**config.mk**
```make
export PLATFORM = sky130hd
export DESIGN_NAME = i2c_cmd_arbiter_flat
export DESIGN_NICKNAME = d
export VERILOG_FILES = /design/src/rtl/i2c_cmd_arbiter_if.sv /design/src/rtl/i2c_cmd_arbiter.sv /design/src/flat_wrapper.sv
export SDC_FILE = /design/constraint.sdc
export NUM_CORES = 1
export LEC_CHECK = 0
export BUFFER_PORTS_ARGS = -buffer_cell sky130_fd_sc_hd__buf_4
export CAP_MARGIN = 30
export CORE_UTILIZATION = 57
export CTS_BUF_LIST = sky130_fd_sc_hd__clkbuf_2
export DETAILED_ROUTE_END_ITERATION = 6
export HOLD_SLACK_MARGIN = 0.03
export PLACE_DENSITY = 0.95
export SETUP_SLACK_MARGIN = 0.02
export SYNTH_ARGS = -nofsm -noshare
export SYNTH_HDL_FRONTEND = slang
export SYNTH_SLANG_ARGS = --single-unit
```
**constraint.sdc**
```tcl
create_clock -name clk -period 3.3 [get_ports clk]
set_input_delay 0.66 -clock clk [delete_from_list [all_inputs] [get_ports clk]]
set_output_delay 0.66 -clock clk [all_outputs]
set_load 0.01 [all_outputs]
```
**src/rtl/i2c_cmd_arbiter_if.sv**
```systemverilog
// Bundle of every signal between the command arbiter, its requesters and the I2C byte master.
// Latency: none, wires only.
// Backpressure: requesters hold req_go until req_done. The master paces each attempt with m_end.
//
// Ports / modports:
//   master : arbiter view. Its inputs are req_go, req_data, m_end and m_ack.
//            Its outputs are req_done, req_ok, m_go, m_data, busy, grant_id and err_count.
//   slave  : environment view (requesters plus I2C master), with the directions mirrored.
interface i2c_cmd_arbiter_if #(
    parameter int NUM_REQ = 3,
    parameter int DATA_W  = 24,
    parameter int CNT_W   = 8
);
    logic [NUM_REQ-1:0]        req_go;
    logic [NUM_REQ*DATA_W-1:0] req_data;
    logic [NUM_REQ-1:0]        req_done;
    logic                      req_ok;
    logic                      m_go;
    logic [DATA_W-1:0]         m_data;
    logic                      m_end;
    logic                      m_ack;
    logic                      busy;
    logic [2:0]                grant_id;
    logic [CNT_W-1:0]          err_count;

    modport master (
        input  req_go, req_data, m_end, m_ack,
        output req_done, req_ok, m_go, m_data, busy, grant_id, err_count
    );

    modport slave (
        output req_go, req_data, m_end, m_ack,
        input  req_done, req_ok, m_go, m_data, busy, grant_id, err_count
    );
endinterface

```
**src/rtl/i2c_cmd_arbiter.sv**
```systemverilog
// Round-robin arbiter sharing one I2C byte master between NUM_REQ command sources.
// It retries NACKed transfers, applies a per-attempt timeout and returns done/ok status.
// Latency: m_go rises 2 cycles after req_go when the arbiter is idle.
// Backpressure: a request is held until its one-cycle req_done. Each attempt is paced by m_end or the timeout.
//
// Ports:
//   clk   : system clock
//   reset : asynchronous, active-low
//   bus   : i2c_cmd_arbiter_if.master
//           requests are req_go/req_data; status is req_done/req_ok
//           the master handshake is m_go/m_data/m_end/m_ack
//           observability outputs are busy, grant_id and err_count
module i2c_cmd_arbiter #(
    parameter int NUM_REQ     = 3,
    parameter int DATA_W      = 24,
    parameter int MAX_RETRY   = 3,
    parameter int TIMEOUT_CYC = 4096,
    parameter int CNT_W       = 8
) (
    input logic               clk,
    input logic               reset,
    i2c_cmd_arbiter_if.master bus
);
    localparam int IDX_W = (NUM_REQ > 1) ? $clog2(NUM_REQ) : 1;
    localparam int TMR_W = $clog2(TIMEOUT_CYC);
    // One spare code, so the counter stays at least 1 bit wide even when MAX_RETRY is 0.
    localparam int RTY_W = $clog2(MAX_RETRY + 2);

    typedef enum logic [2:0] {
        S_IDLE,
        S_ISSUE,
        S_WAIT,
        S_GAP,
        S_DONE
    } state_t;

    state_t             state, state_nxt;
    logic [IDX_W-1:0]   rr_ptr, rr_nxt;
    logic [IDX_W-1:0]   grant_q, grant_nxt;
    logic [RTY_W-1:0]   retry_cnt, retry_nxt;
    logic [TMR_W-1:0]   timer, timer_nxt;
    logic               go_q, go_nxt;
    logic [DATA_W-1:0]  data_q, data_nxt;
    logic [CNT_W-1:0]   err_q, err_nxt;
    logic               ok_q, ok_nxt;

    logic               pick_vld;
    logic [IDX_W-1:0]   pick_idx;

    // Slot that sits 'off' positions after 'base' in the ring. base is always < NUM_REQ,
    // so a single conditional subtract gives the wrap.
    function automatic logic [IDX_W-1:0] slot(input logic [IDX_W-1:0] base, input int off);
        int s;
        s = int'(base) + off;
        if (s >= NUM_REQ) s = s - NUM_REQ;
        return IDX_W'(s);
    endfunction

    // Pick the first requester at or after rr_ptr. The scan runs from the farthest slot back
    // to the nearest, so the nearest active slot is written last and wins.
    always_comb begin
        pick_vld = 1'b0;
        pick_idx = '0;
        for (int k = NUM_REQ - 1; k >= 0; k--) begin
            if (bus.req_go[slot(rr_ptr, k)]) begin
                pick_vld = 1'b1;
                pick_idx = slot(rr_ptr, k);
            end
        end
    end

    always_ff @(posedge clk or negedge reset) begin
        if (!reset) begin
            state     <= S_IDLE;
            rr_ptr    <= '0;
            grant_q   <= '0;
            retry_cnt <= '0;
            timer     <= '0;
            go_q      <= 1'b0;
            data_q    <= '0;
            err_q     <= '0;
            ok_q      <= 1'b0;
        end else begin
            state     <= state_nxt;
            rr_ptr    <= rr_nxt;
            grant_q   <= grant_nxt;
            retry_cnt <= retry_nxt;
            timer     <= timer_nxt;
            go_q      <= go_nxt;
            data_q    <= data_nxt;
            err_q     <= err_nxt;
            ok_q      <= ok_nxt;
        end
    end

    always_comb begin
        state_nxt = state;
        rr_nxt    = rr_ptr;
        grant_nxt = grant_q;
        retry_nxt = retry_cnt;
        timer_nxt = timer;
        go_nxt    = go_q;
        data_nxt  = data_q;
        err_nxt   = err_q;
        ok_nxt    = ok_q;

        case (state)
            S_IDLE: begin
                if (pick_vld) begin
                    // The command is captured here, so later req_data changes cannot reach the master.
                    grant_nxt = pick_idx;
                    data_nxt  = bus.req_data[int'(pick_idx) * DATA_W +: DATA_W];
                    retry_nxt = '0;
                    state_nxt = S_ISSUE;
                end
            end
            S_ISSUE: begin
                go_nxt    = 1'b1;
                timer_nxt = '0;
                state_nxt = S_WAIT;
            end
            S_WAIT: begin
                timer_nxt = timer + 1'b1;
                // m_end is checked before the timer, so an end on the expiry cycle still counts.
                if (bus.m_end) begin
                    go_nxt = 1'b0;
                    if (bus.m_ack) begin
                        ok_nxt    = 1'b1;
                        state_nxt = S_DONE;
                    end else if (retry_cnt < RTY_W'(MAX_RETRY)) begin
                        retry_nxt = retry_cnt + 1'b1;
                        state_nxt = S_GAP;
                    end else begin
                        ok_nxt    = 1'b0;
                        state_nxt = S_DONE;
                    end
                end else if (timer == TMR_W'(TIMEOUT_CYC - 1)) begin
                    go_nxt    = 1'b0;
                    ok_nxt    = 1'b0;
                    state_nxt = S_DONE;
                end
            end
            S_GAP: begin
                // m_go is low here, which gives the master a falling edge before the retry.
                state_nxt = S_ISSUE;
            end
            S_DONE: begin
                if (!ok_q && (err_q != '1)) err_nxt = err_q + 1'b1;
                rr_nxt    = (grant_q == IDX_W'(NUM_REQ - 1)) ? '0 : grant_q + 1'b1;
                state_nxt = S_IDLE;
            end
            default: state_nxt = S_IDLE;
        endcase
    end

    always_comb begin
        bus.req_done = '0;
        if (state == S_DONE) bus.req_done[grant_q] = 1'b1;
    end

    assign bus.req_ok    = (state == S_DONE) && ok_q;
    assign bus.m_go      = go_q;
    assign bus.m_data    = data_q;
    assign bus.busy      = (state != S_IDLE);
    assign bus.grant_id  = 3'(grant_q);
    assign bus.err_count = err_q;
endmodule

```
**src/flat_wrapper.sv**
```systemverilog
// flat-port wrapper written by rule: the top's interface ports become plain ports
module i2c_cmd_arbiter_flat 
#(
    parameter int NUM_REQ     = 3,
    parameter int DATA_W      = 24,
    parameter int MAX_RETRY   = 3,
    parameter int TIMEOUT_CYC = 4096,
    parameter int CNT_W       = 8
)
  (clk, reset, bus_req_go, bus_req_data, bus_m_end, bus_m_ack, bus_req_done, bus_req_ok, bus_m_go, bus_m_data, bus_busy, bus_grant_id, bus_err_count);
  i2c_cmd_arbiter_if #(.NUM_REQ(NUM_REQ), .DATA_W(DATA_W), .CNT_W(CNT_W)) bus_i ();
  input logic clk;
  input logic reset;
  input wire logic [$bits(bus_i.req_go)-1:0] bus_req_go;
  input wire logic [$bits(bus_i.req_data)-1:0] bus_req_data;
  input wire logic [$bits(bus_i.m_end)-1:0] bus_m_end;
  input wire logic [$bits(bus_i.m_ack)-1:0] bus_m_ack;
  output wire logic [$bits(bus_i.req_done)-1:0] bus_req_done;
  output wire logic [$bits(bus_i.req_ok)-1:0] bus_req_ok;
  output wire logic [$bits(bus_i.m_go)-1:0] bus_m_go;
  output wire logic [$bits(bus_i.m_data)-1:0] bus_m_data;
  output wire logic [$bits(bus_i.busy)-1:0] bus_busy;
  output wire logic [$bits(bus_i.grant_id)-1:0] bus_grant_id;
  output wire logic [$bits(bus_i.err_count)-1:0] bus_err_count;
  assign bus_i.req_go = bus_req_go;
  assign bus_i.req_data = bus_req_data;
  assign bus_i.m_end = bus_m_end;
  assign bus_i.m_ack = bus_m_ack;
  assign bus_req_done = bus_i.req_done;
  assign bus_req_ok = bus_i.req_ok;
  assign bus_m_go = bus_i.m_go;
  assign bus_m_data = bus_i.m_data;
  assign bus_busy = bus_i.busy;
  assign bus_grant_id = bus_i.grant_id;
  assign bus_err_count = bus_i.err_count;
  i2c_cmd_arbiter #(.NUM_REQ(NUM_REQ), .DATA_W(DATA_W), .MAX_RETRY(MAX_RETRY), .TIMEOUT_CYC(TIMEOUT_CYC), .CNT_W(CNT_W)) u_core (.clk(clk), .reset(reset), .bus(bus_i));
endmodule
```
After elaboration in Yosys (flattened, before gate mapping)
Cells that the tools add are included.

operators by class
  shift operators = 1
  equal/unequal tests = 13
  multiply operators = 1
  reductions and logical operators = 15
  magnitude comparators = 9
  muxes and demuxes = 37
  add/sub/neg operators = 9

operators with widths
  cell                   count
  $shiftx 72x32->24      1
  $mux 3                 10
  $pmux 12 s2            1
  $mux 2                 7
  $add 12x1->12 const B  1
  $eq 12x12->1 const B   1
  $lt 2x3->1 const B     4
  $mux 1                 12
  $pmux 3 s4             1
  $add 8x1->8 const B    1
  $ne 8x8->1 const B     1
  $reduce_and 2->1       4
  $bmux 1 s2             3
  $eq 3x2->1 const B     2
  $ge 3x2->1 const B     2
  $pmux 3 s2             1
  $reduce_bool 2->1      3
  $reduce_and 5->1       1
  $mul 2x2->4 const B    1
  $ne 2x1->1 const B     2
  $ne 2x2->1 const B     2
  $sub 2x2->2 const B    2
  $add 2x1->3 const B    1
  $add 2x2->3 const B    1
  18 further kinds       20

storage, ports and cells
  bits in registers = 56
  input port bits = 79

Depth between registers and ports, before layout
Gate-level depths: netlist (run 1).

  depth after elaboration = 10
  mapped depth = 10

Worst setup path after synthesis (run 1)
OpenSTA, ideal clock, no wires.

  path type = reg2out
  start point = reg u_core.state[0]
  end point = out bus_req_done[1]
  path buffers = 2
  required time = 2.640 ns
  data arrival time = 1.488 ns
  slack = 1.152 ns
  stages on the path, launching flop included = 5
  path through = dfrtp_1 buf_2 or3b_2 buf_2 nor3b_1

on the way
  cells in the longest elaborated chain, start to end = 2

ends and longest elaborated chain
  what                      RTL line                text
  start: declaration        i2c_cmd_arbiter.sv:37   state_t state, state_nxt;
  start signal: assignment  i2c_cmd_arbiter.sv:84   state <= state_nxt;
  $eq 3x3->1                i2c_cmd_arbiter.sv:158  if (state == S_DONE) bus.req_done[grant_q] = 1'b1;
  $mux 3                    i2c_cmd_arbiter.sv:158
  end: declaration          flat_wrapper.sv:18      output wire logic [$bits(bus_i.req_done)-1:0] bus_req_done;

Every way passes these cells.

Worst setup path after layout (run 1)
  start point = reg u_core.rr_ptr[1]
  end point = reg u_core.data_q[8] (netlist: u_core.bus.m_data[8])

on the way
  cells in the longest elaborated chain, start to end = 10
  elaborated cells on any way between the ends = 26
  classes of those cells = add/sub: 5; mul: 1; order compare: 3; shift: 1; mux: 15; reduce/logical: 1

ends and longest elaborated chain
  what                                       RTL line                text
  start: declaration                         i2c_cmd_arbiter.sv:38   logic [IDX_W-1:0] rr_ptr, rr_nxt;
  start signal: assignment                   i2c_cmd_arbiter.sv:85   rr_ptr <= rr_nxt;
  $add 2x2->3                                i2c_cmd_arbiter.sv:54   s = int'(base) + off;
  $ge 3x2->1 or $sub 2x2->2 (tied branches)  i2c_cmd_arbiter.sv:55   if (s >= NUM_REQ) s = s - NUM_REQ;
  $mux 2                                     i2c_cmd_arbiter.sv:55
  $bmux 1 s2                                 i2c_cmd_arbiter.sv:65   if (bus.req_go[slot(rr_ptr, k)]) begin
  $mux 1 (not written as such)               i2c_cmd_arbiter.sv:65
  $mux 2 (3 in series)                       i2c_cmd_arbiter.sv:65
  $mul 2x2->4                                i2c_cmd_arbiter.sv:112  data_nxt = bus.req_data[int'(pick_idx) * DATA_W +: DATA_W];
  $shiftx 72x32->24                          i2c_cmd_arbiter.sv:112
  end signal: assignment                     i2c_cmd_arbiter.sv:90   data_q <= data_nxt;
  end: declaration                           i2c_cmd_arbiter.sv:43   logic [DATA_W-1:0] data_q, data_nxt;

Several ways; a longest one is shown, not always the timed one. The select of a mux whose other input is x is not followed.
A chain may end at the register's enable or synchronous reset.

==> metrics, run 1 <==
Worst IR Drop VDD=around 0.47 mV; Die Y=83.72 um; R2R Path End=u_core.bus.m_data[8]; antenna-violating nets left=0; core area=around 0.0064 sq mm; Min-Delay Path Class=in -> async; Switching Power=0.001672 W; DP HPWL=just under 8000 um; power density over the cells=around 750 mW/mm^2; Remaining Overflow, GRT=0; number of enable flip-flop cells after synthesis=0; clock power share=around 8%; Max-cap violations=0; crit path from=u_core.rr_ptr[1]; Final Hold Fails=0; Reg2Reg Depth=7; post-CTS sizing=0; peak fanout along the critical path=26; first-pass GRT wire length=approximately 18000 um; clock root buffer=clkbuf_2; H-tree depth=2; Syn Area/Cell=slightly above 8 sq um; Slew HR=between 30% and 40%; clk slew on worst S/H paths=a little under 0.3 ns; worst-margin pin slew=0.9717 ns; clk_lat worst skew=~0.45 ns; Sw Share=a little under half; DR WL/cell=roughly 17 um; Cell Chain, Critical Path=inv_1 -> ha_1 -> mux2i_1 -> nor2_4 -> a21o_1 -> o21ai_0 -> o21ai_1; Startpoint Class=flip-flop; slack of the worst reg-to-reg path=about 0.46 ns; Die Area=0.007008 sq mm; CP max-delay cell=a21o_1; share of layout cells above drive strength 1=26.57%; # Post-CTS Setup Buffers=0; Tcrit/Tclk final=between 80% and 90%; synthesized area=~0.0038 sq mm; Async SR Flop Fraction=100.0%; I/O pin cnt=120; post-synthesis net count=roughly 560; FMAX=between 300 and 400 MHz; status=finished clean; I/O Buffers=118; post-synthesis cell count=around 470; synth warn=0; Setup CP Type=reg -> reg; Req. time, crit path=between 3 and 4 ns; Setup Viol. Count Final=0; Post-synth top flop=dfrtp_1; leakage=~2.3 nW; end of the critical path=u_core.bus.m_data[8]; WP data arrival=about 3.3 ns; final setup TNS=0 ns; final core utilization=about three quarters; gr usage total=approximately a third; number of vias per cell=~6.5; Die W=83.72 um; gpl congestion=approximately 0.90; largest net degree at the start of global routing=between 50 and 60; sequential power share=between 30% and 40%; DR pass1 iterations=5; vias in the first global route=3928; Logic pwr share=about three fifths; Tmin final=about 2.8 ns; Hold Buf Count CTS=0; Max clock buf depth=2; Slew Limit Fails=0; Area Overhead vs Synth=25.08%; #FFs+latches synth=between 50 and 60; Iteration-0 DRC Markers=between 300 and 400; initial antenna violation count=0; final WL=roughly 11000 um; Worst Clk Skew=around 0.023 ns; Num CTS Buffers=5; Clock Sinks=56; initial core utilization=~60%; Crit. End Element=flip-flop; FF-to-FF Start=u_core.rr_ptr[1]; vias=~4.2k; Row Count=29; Seq/Total Area, Yosys=between 30 and 40%; TritonCTS clock tree=done; ANT cells=0; delay of the slowest critical-path stage=0.65 ns; RSZ-0062 raised after global routing=no; Pint=around 0.0019 W; Remaining DRCs=0; Yosys cell types=53; Final nets=657
-- metal layers --
layer	GRT usage (%)	up-vias	wire length, um
met1	40.76	1939	4257
met5	0	-	0
met4	11.56	0	357
li1	-	1952	-
met3	6.330	47	1140
met2	52.40	276	5237
-- worst max-delay path: cells and delay by family, from the launching register on --
family / cells / cell delay, ns
buf+inv: 1 / 0.09
compound gates: 3 / 1.06
simple gates: 1 / 0.48
fa+ha+maj: 1 / 0.44
mux: 1 / 0.24
flops: 1 / 0.48
-- power by group through the flow --
| stage | sequential (W) | combinational (W) | clock, W |
|---|---|---|---|
| floorplan | 0.00112 | 0.00139 | 0 |
| global placement | 0.00110 | 0.00204 | 0 |
| finish | 0.00110 | 0.00218 | 0.000280 |
| CTS | 0.00109 | 0.00213 | 0.000283 |
| global route | 0.00112 | 0.00237 | 0.000308 |
| detailed placement | 0.00110 | 0.00213 | 0 |
-- cells in the mapped netlist, drive strengths merged (2+ instances only) --
library cell	instances	area [sq um]
mux2	2	22.52
a211oi	23	172.7
nor2	12	45.04
o2111ai	2	17.52
nor3b	3	22.52
clkbuf	13	48.80
and3	2	12.51
a21boi	2	15.02
mux2i	7	70.07
nor2b	3	18.77
a31oi	2	12.51
nand2b	4	32.53
nand2	101	379.1
buf	27	148.9
inv	7	26.28
nand4	7	43.79
and4	2	17.52
dfrtp	56	1401
nor3	2	10.01
or2	2	12.52
a311o	2	20.02
nor4	48	300.3
a21o	3	22.52
o21ai	62	310.3
xnor2	5	43.79
a21oi	10	53.80
or3	2	12.51
ha	7	87.58
or3b	2	17.52
nand3	14	70.07
xor2	2	17.52
o21a	2	16.27
a22o	24	210.2
-- stage by stage --
stage               area [sq um]  hold WS, ns  total power, W  setup slack (ns)  cells
finish                      4761       0.1857        0.003556            0.4637    649
detailed placement          4700       0.4735        0.003233            0.4599    640
floorplan                   3806       0.3644        0.002512             1.152    473
global route                4761       0.2010        0.003805            0.2740    649
CTS                         4746       0.2120        0.003504            0.4070    648
global placement            4700       0.4614        0.003137            0.6899    640
-- cell usage in the layout, fill, tap and decap left out, types with 3 or more instances in the layout --
master / count
nor2b_1: 3
ha_1: 7
a21o_1: 3
a21oi_2: 3
nand3_1: 14
a211oi_1: 23
dfrtp_1: 56
xnor2_1: 5
nand2b_1: 3
nor4_1: 48
o21ai_1: 24
a22o_1: 24
o21ai_0: 38
nand4_1: 7
inv_1: 7
nand2_1: 101
buf_4: 130
nor3b_1: 3
nor2_1: 11
mux2i_1: 7
a21oi_1: 7
clkbuf_2: 6
-- state kept, by name, indices dropped and copies added (netlist names) --
name                  flops
u_core.bus.m_data        24
u_core.timer             12
u_core.bus.err_count      8
u_core.retry_cnt          3
u_core.state              3
u_core.grant_q            2
u_core.rr_ptr             2
u_core.bus.m_go           1
u_core.ok_q               1
-- cell families after synthesis --
family,after synthesis,share of synthesized area [%]
flip-flops,56,36.82
other,1,0.09852
adder cells (fa/ha/maj),7,2.301
AO/OA/AOI/OAI,138,23.90
multiplexers,9,2.433
buffers and inverters,47,5.884
AND/OR/NAND/NOR,208,26.96
XOR/XNOR,7,1.611
-- worst min-delay path by stage --
stage / cells past startpoint / startpoint / slack, ns / end
2_1_floorplan: 0 / reset / 0.36 / u_core.bus.err_count[0]
3_3_place_gp: 2 / u_core.bus.m_go / 0.46 / u_core.bus.m_go
3_5_place_dp: 1 / u_core.timer[10] / 0.47 / u_core.timer[10]
4_1_cts: 1 / reset / 0.21 / u_core.bus.err_count[6]
5_1_grt: 1 / reset / 0.20 / u_core.bus.err_count[6]
6_report: 1 / reset / 0.19 / u_core.bus.err_count[7]
-- layout make-up --
cell class / count / area [sq um]
clock buffers: 6 / 30.03
clock inverters: 2 / 16.27
fillers: 490 / 1625
inverters: 7 / 26.28
multi-input cells: 370 / 2200
flip-flops and latches: 56 / 1401
well taps: 77 / 96.34
repair buffers: 131 / 991.0
Note: power is estimated with default switching activity, not from simulation.
==> inputs of run 2 (changes only) <==
--- a/config.mk
+++ b/config.mk
@@ -7,11 +7,11 @@
 export LEC_CHECK = 0
 export BUFFER_PORTS_ARGS = -buffer_cell sky130_fd_sc_hd__buf_4
 export CAP_MARGIN = 30
-export CORE_UTILIZATION = 57
+export CORE_UTILIZATION = 45
 export CTS_BUF_LIST = sky130_fd_sc_hd__clkbuf_2
 export DETAILED_ROUTE_END_ITERATION = 6
-export HOLD_SLACK_MARGIN = 0.03
-export PLACE_DENSITY = 0.95
+export HOLD_SLACK_MARGIN = 0.05
+export PLACE_DENSITY = 0.83
 export SETUP_SLACK_MARGIN = 0.02
 export SYNTH_ARGS = -nofsm -noshare
 export SYNTH_HDL_FRONTEND = slang
==> run 2 against run 1 <==
Cell count rose by 4.5%. Largest power group unchanged. Combinational power barely moved. Register-to-register slack worse by 0.04 ns. First-iteration DRC count stayed put. Clock-buffer cell count decreased by 1.
==> metrics, run 2 (synthesis results as in run 1) <==
Worst Clk Skew=0.05199 ns (+0.02854 ns); Final Non-Filler Cells=678 (+4.5%); Die W=93.97 um (+12%); Hold Buf Count CTS=0 (unchanged); I/O pin cnt=120 (unchanged); Req. time, crit path=3.66 ns (-0.05 ns); fillcell total=754 (+54%); DR pass1 iterations=7 (+2); # Post-CTS Setup Buffers=0 (unchanged); number of vias per cell=6.024 (-7.2%); Min-Delay Path Class=in -> async; vias=4084 (-3.1%); R2R Path End=u_core.bus.m_data[15]; max FFs per register=24 (unchanged); worst-margin pin slew=0.9568 ns (-0.01493 ns); crit path from=u_core.rr_ptr[1]; Clock Sinks=56 (unchanged); status=finished clean; Area Overhead vs Synth=26.20%; largest net degree at the start of global routing=57 (unchanged); Slew Limit Fails=0 (unchanged); peak fanout along the critical path=28 (+7.7%); Remaining DRCs=0 (unchanged); post-CTS sizing=0 (unchanged); first-pass GRT wire length=17450 um (-3.2%); placed instance count=670 (+4.7%); vias in the first global route=3769 (-4.0%); clk slew on worst S/H paths=0.33 ns (+0.04 ns); TritonCTS clock tree=done; final setup TNS=0 ns (unchanged); Iteration-0 DRC Markers=303 (unchanged); WP data arrival=3.24 ns (about the same); leakage=2.269 nW (+0.27%); commonest non-fill, non-tap cell in the layout=buf_4; slack of the worst reg-to-reg path=0.42 ns (-0.04 ns); Register Area=0.001401 sq mm (unchanged); Slew HR=36.21% (+1.0 points); ANT cells=0 (unchanged); initial antenna violation count=0 (unchanged); DR WL/cell=16.20 um (-4.4%); Startpoint Class=flip-flop; I/O Buffers=118 (unchanged); Crit. End Element=flip-flop; Final nets=658 (+0.15%); share of layout cells above drive strength 1=26.88% (+0.30 points); Die Area=0.008829 sq mm (+26%); Worst IR Drop VDD=0.3591 mV (-24%); Max clock buf depth=2 (unchanged); clk_lat worst skew=0.49 ns (+0.04 ns); area of the multi-input gates=0.002203 sq mm (+0.17%); Tcrit/Tclk final=87.18% (+1.2 points); Num CTS Buffers=5 (unchanged); most frequent cells in the layout=buf_4 (132), nand2_1 (101), dfrtp_1 (56), nor4_1 (48), o21ai_0 (38); FMAX=347.6 MHz (-1.4%); Tmin final=2.877 ns (+0.04068 ns); power density over the cells=741.5 mW/mm^2 (-0.71%); gr usage total=24.78% (-6.7 points); antenna-violating nets left=0 (unchanged); DP HPWL=7797 um (-1.5%); final WL=10980 um (-0.10%); Row Count=33 (+14%); Final Hold Fails=0 (unchanged); Die Y=93.97 um (+12%); FF-to-FF Start=u_core.rr_ptr[1]; Setup CP Type=reg -> reg; gpl congestion=0.8751 (-3.2%); Setup Viol. Count Final=0 (unchanged); H-tree depth=2 (unchanged); RSZ-0062 raised after global routing=no; core area=0.008217 sq mm (+29%); Reg2Reg Depth=8 (+1); end of the critical path=u_core.bus.m_data[15]; Max-cap violations=0 (unchanged); clock root buffer=clkbuf_2; Remaining Overflow, GRT=0 (unchanged); Hold Slack=0.1624 ns (-0.02330 ns); initial core utilization=46.32% (-13 points)
[run 2: worst max-delay path, cell delays in order (launching register included)]
cell	delay, ns
dfrtp_1	0.49
inv_1	0.10
ha_1	0.45
mux2i_1	0.26
nor2_4	0.47
buf_4	0.38
nor4_1	0.11
nor4_1	0.36
o21ai_1	0.12
[run 2: how the worst min path moves through the flow]
stage                     slack (ns)  cells past startpoint                 endpoint            start
after floorplan                 0.36                      0  u_core.bus.err_count[0]            reset
after global placement          0.46                      1          u_core.timer[9]  u_core.timer[9]
after detailed placement        0.47                      2          u_core.bus.m_go  u_core.bus.m_go
after CTS                       0.18                      1  u_core.bus.err_count[6]            reset
after global routing            0.18                      1  u_core.bus.err_count[7]            reset
final                           0.16                      1  u_core.bus.err_count[2]            reset
[run 2: area by class of cell]
class	instances	share of cell area (%)
Multi-Input combinational cell	370	45.87
Sequential cell	56	29.17
Timing Repair Buffer	132	20.63
Tap cell	105	2.735
Inverter	7	0.5470
Clock buffer	5	0.5210
Clock inverter	3	0.5210
[run 2: through the flow]
| stage | setup WS [ns] | util, % | area, sq um | total power [W] |
|---|---|---|---|---|
| 3_5_place_dp | 0.5257 | 57.85 | 4753 | 0.003254 |
| 4_1_cts | 0.4823 | 58.46 | 4803 | 0.003548 |
| 5_1_grt | 0.2334 | 58.46 | 4803 | 0.003843 |
| 6_report | 0.4230 | 58.46 | 4803 | 0.003562 |
| 2_1_floorplan | 1.152 | - | 3806 | 0.002512 |
| 3_3_place_gp | 0.6170 | 57.85 | 4753 | 0.003179 |
[run 2: where the power goes]
| group | switching (W) | internal (W) |
|---|---|---|
| registers | 0.000176 | 0.000904 |
| clock network | 0.000244 | 0.0000583 |
| logic | 0.00125 | 0.000929 |
[run 2: per-layer routing]
metal | vias up | global-route usage [%] | wire length [um]
met5 | - | 0 | 0
met4 | 0 | 6.410 | 108
met3 | 14 | 4.288 | 815
met2 | 187 | 43.37 | 5442
met1 | 1944 | 31.42 | 4616
li1 | 1939 | - | -
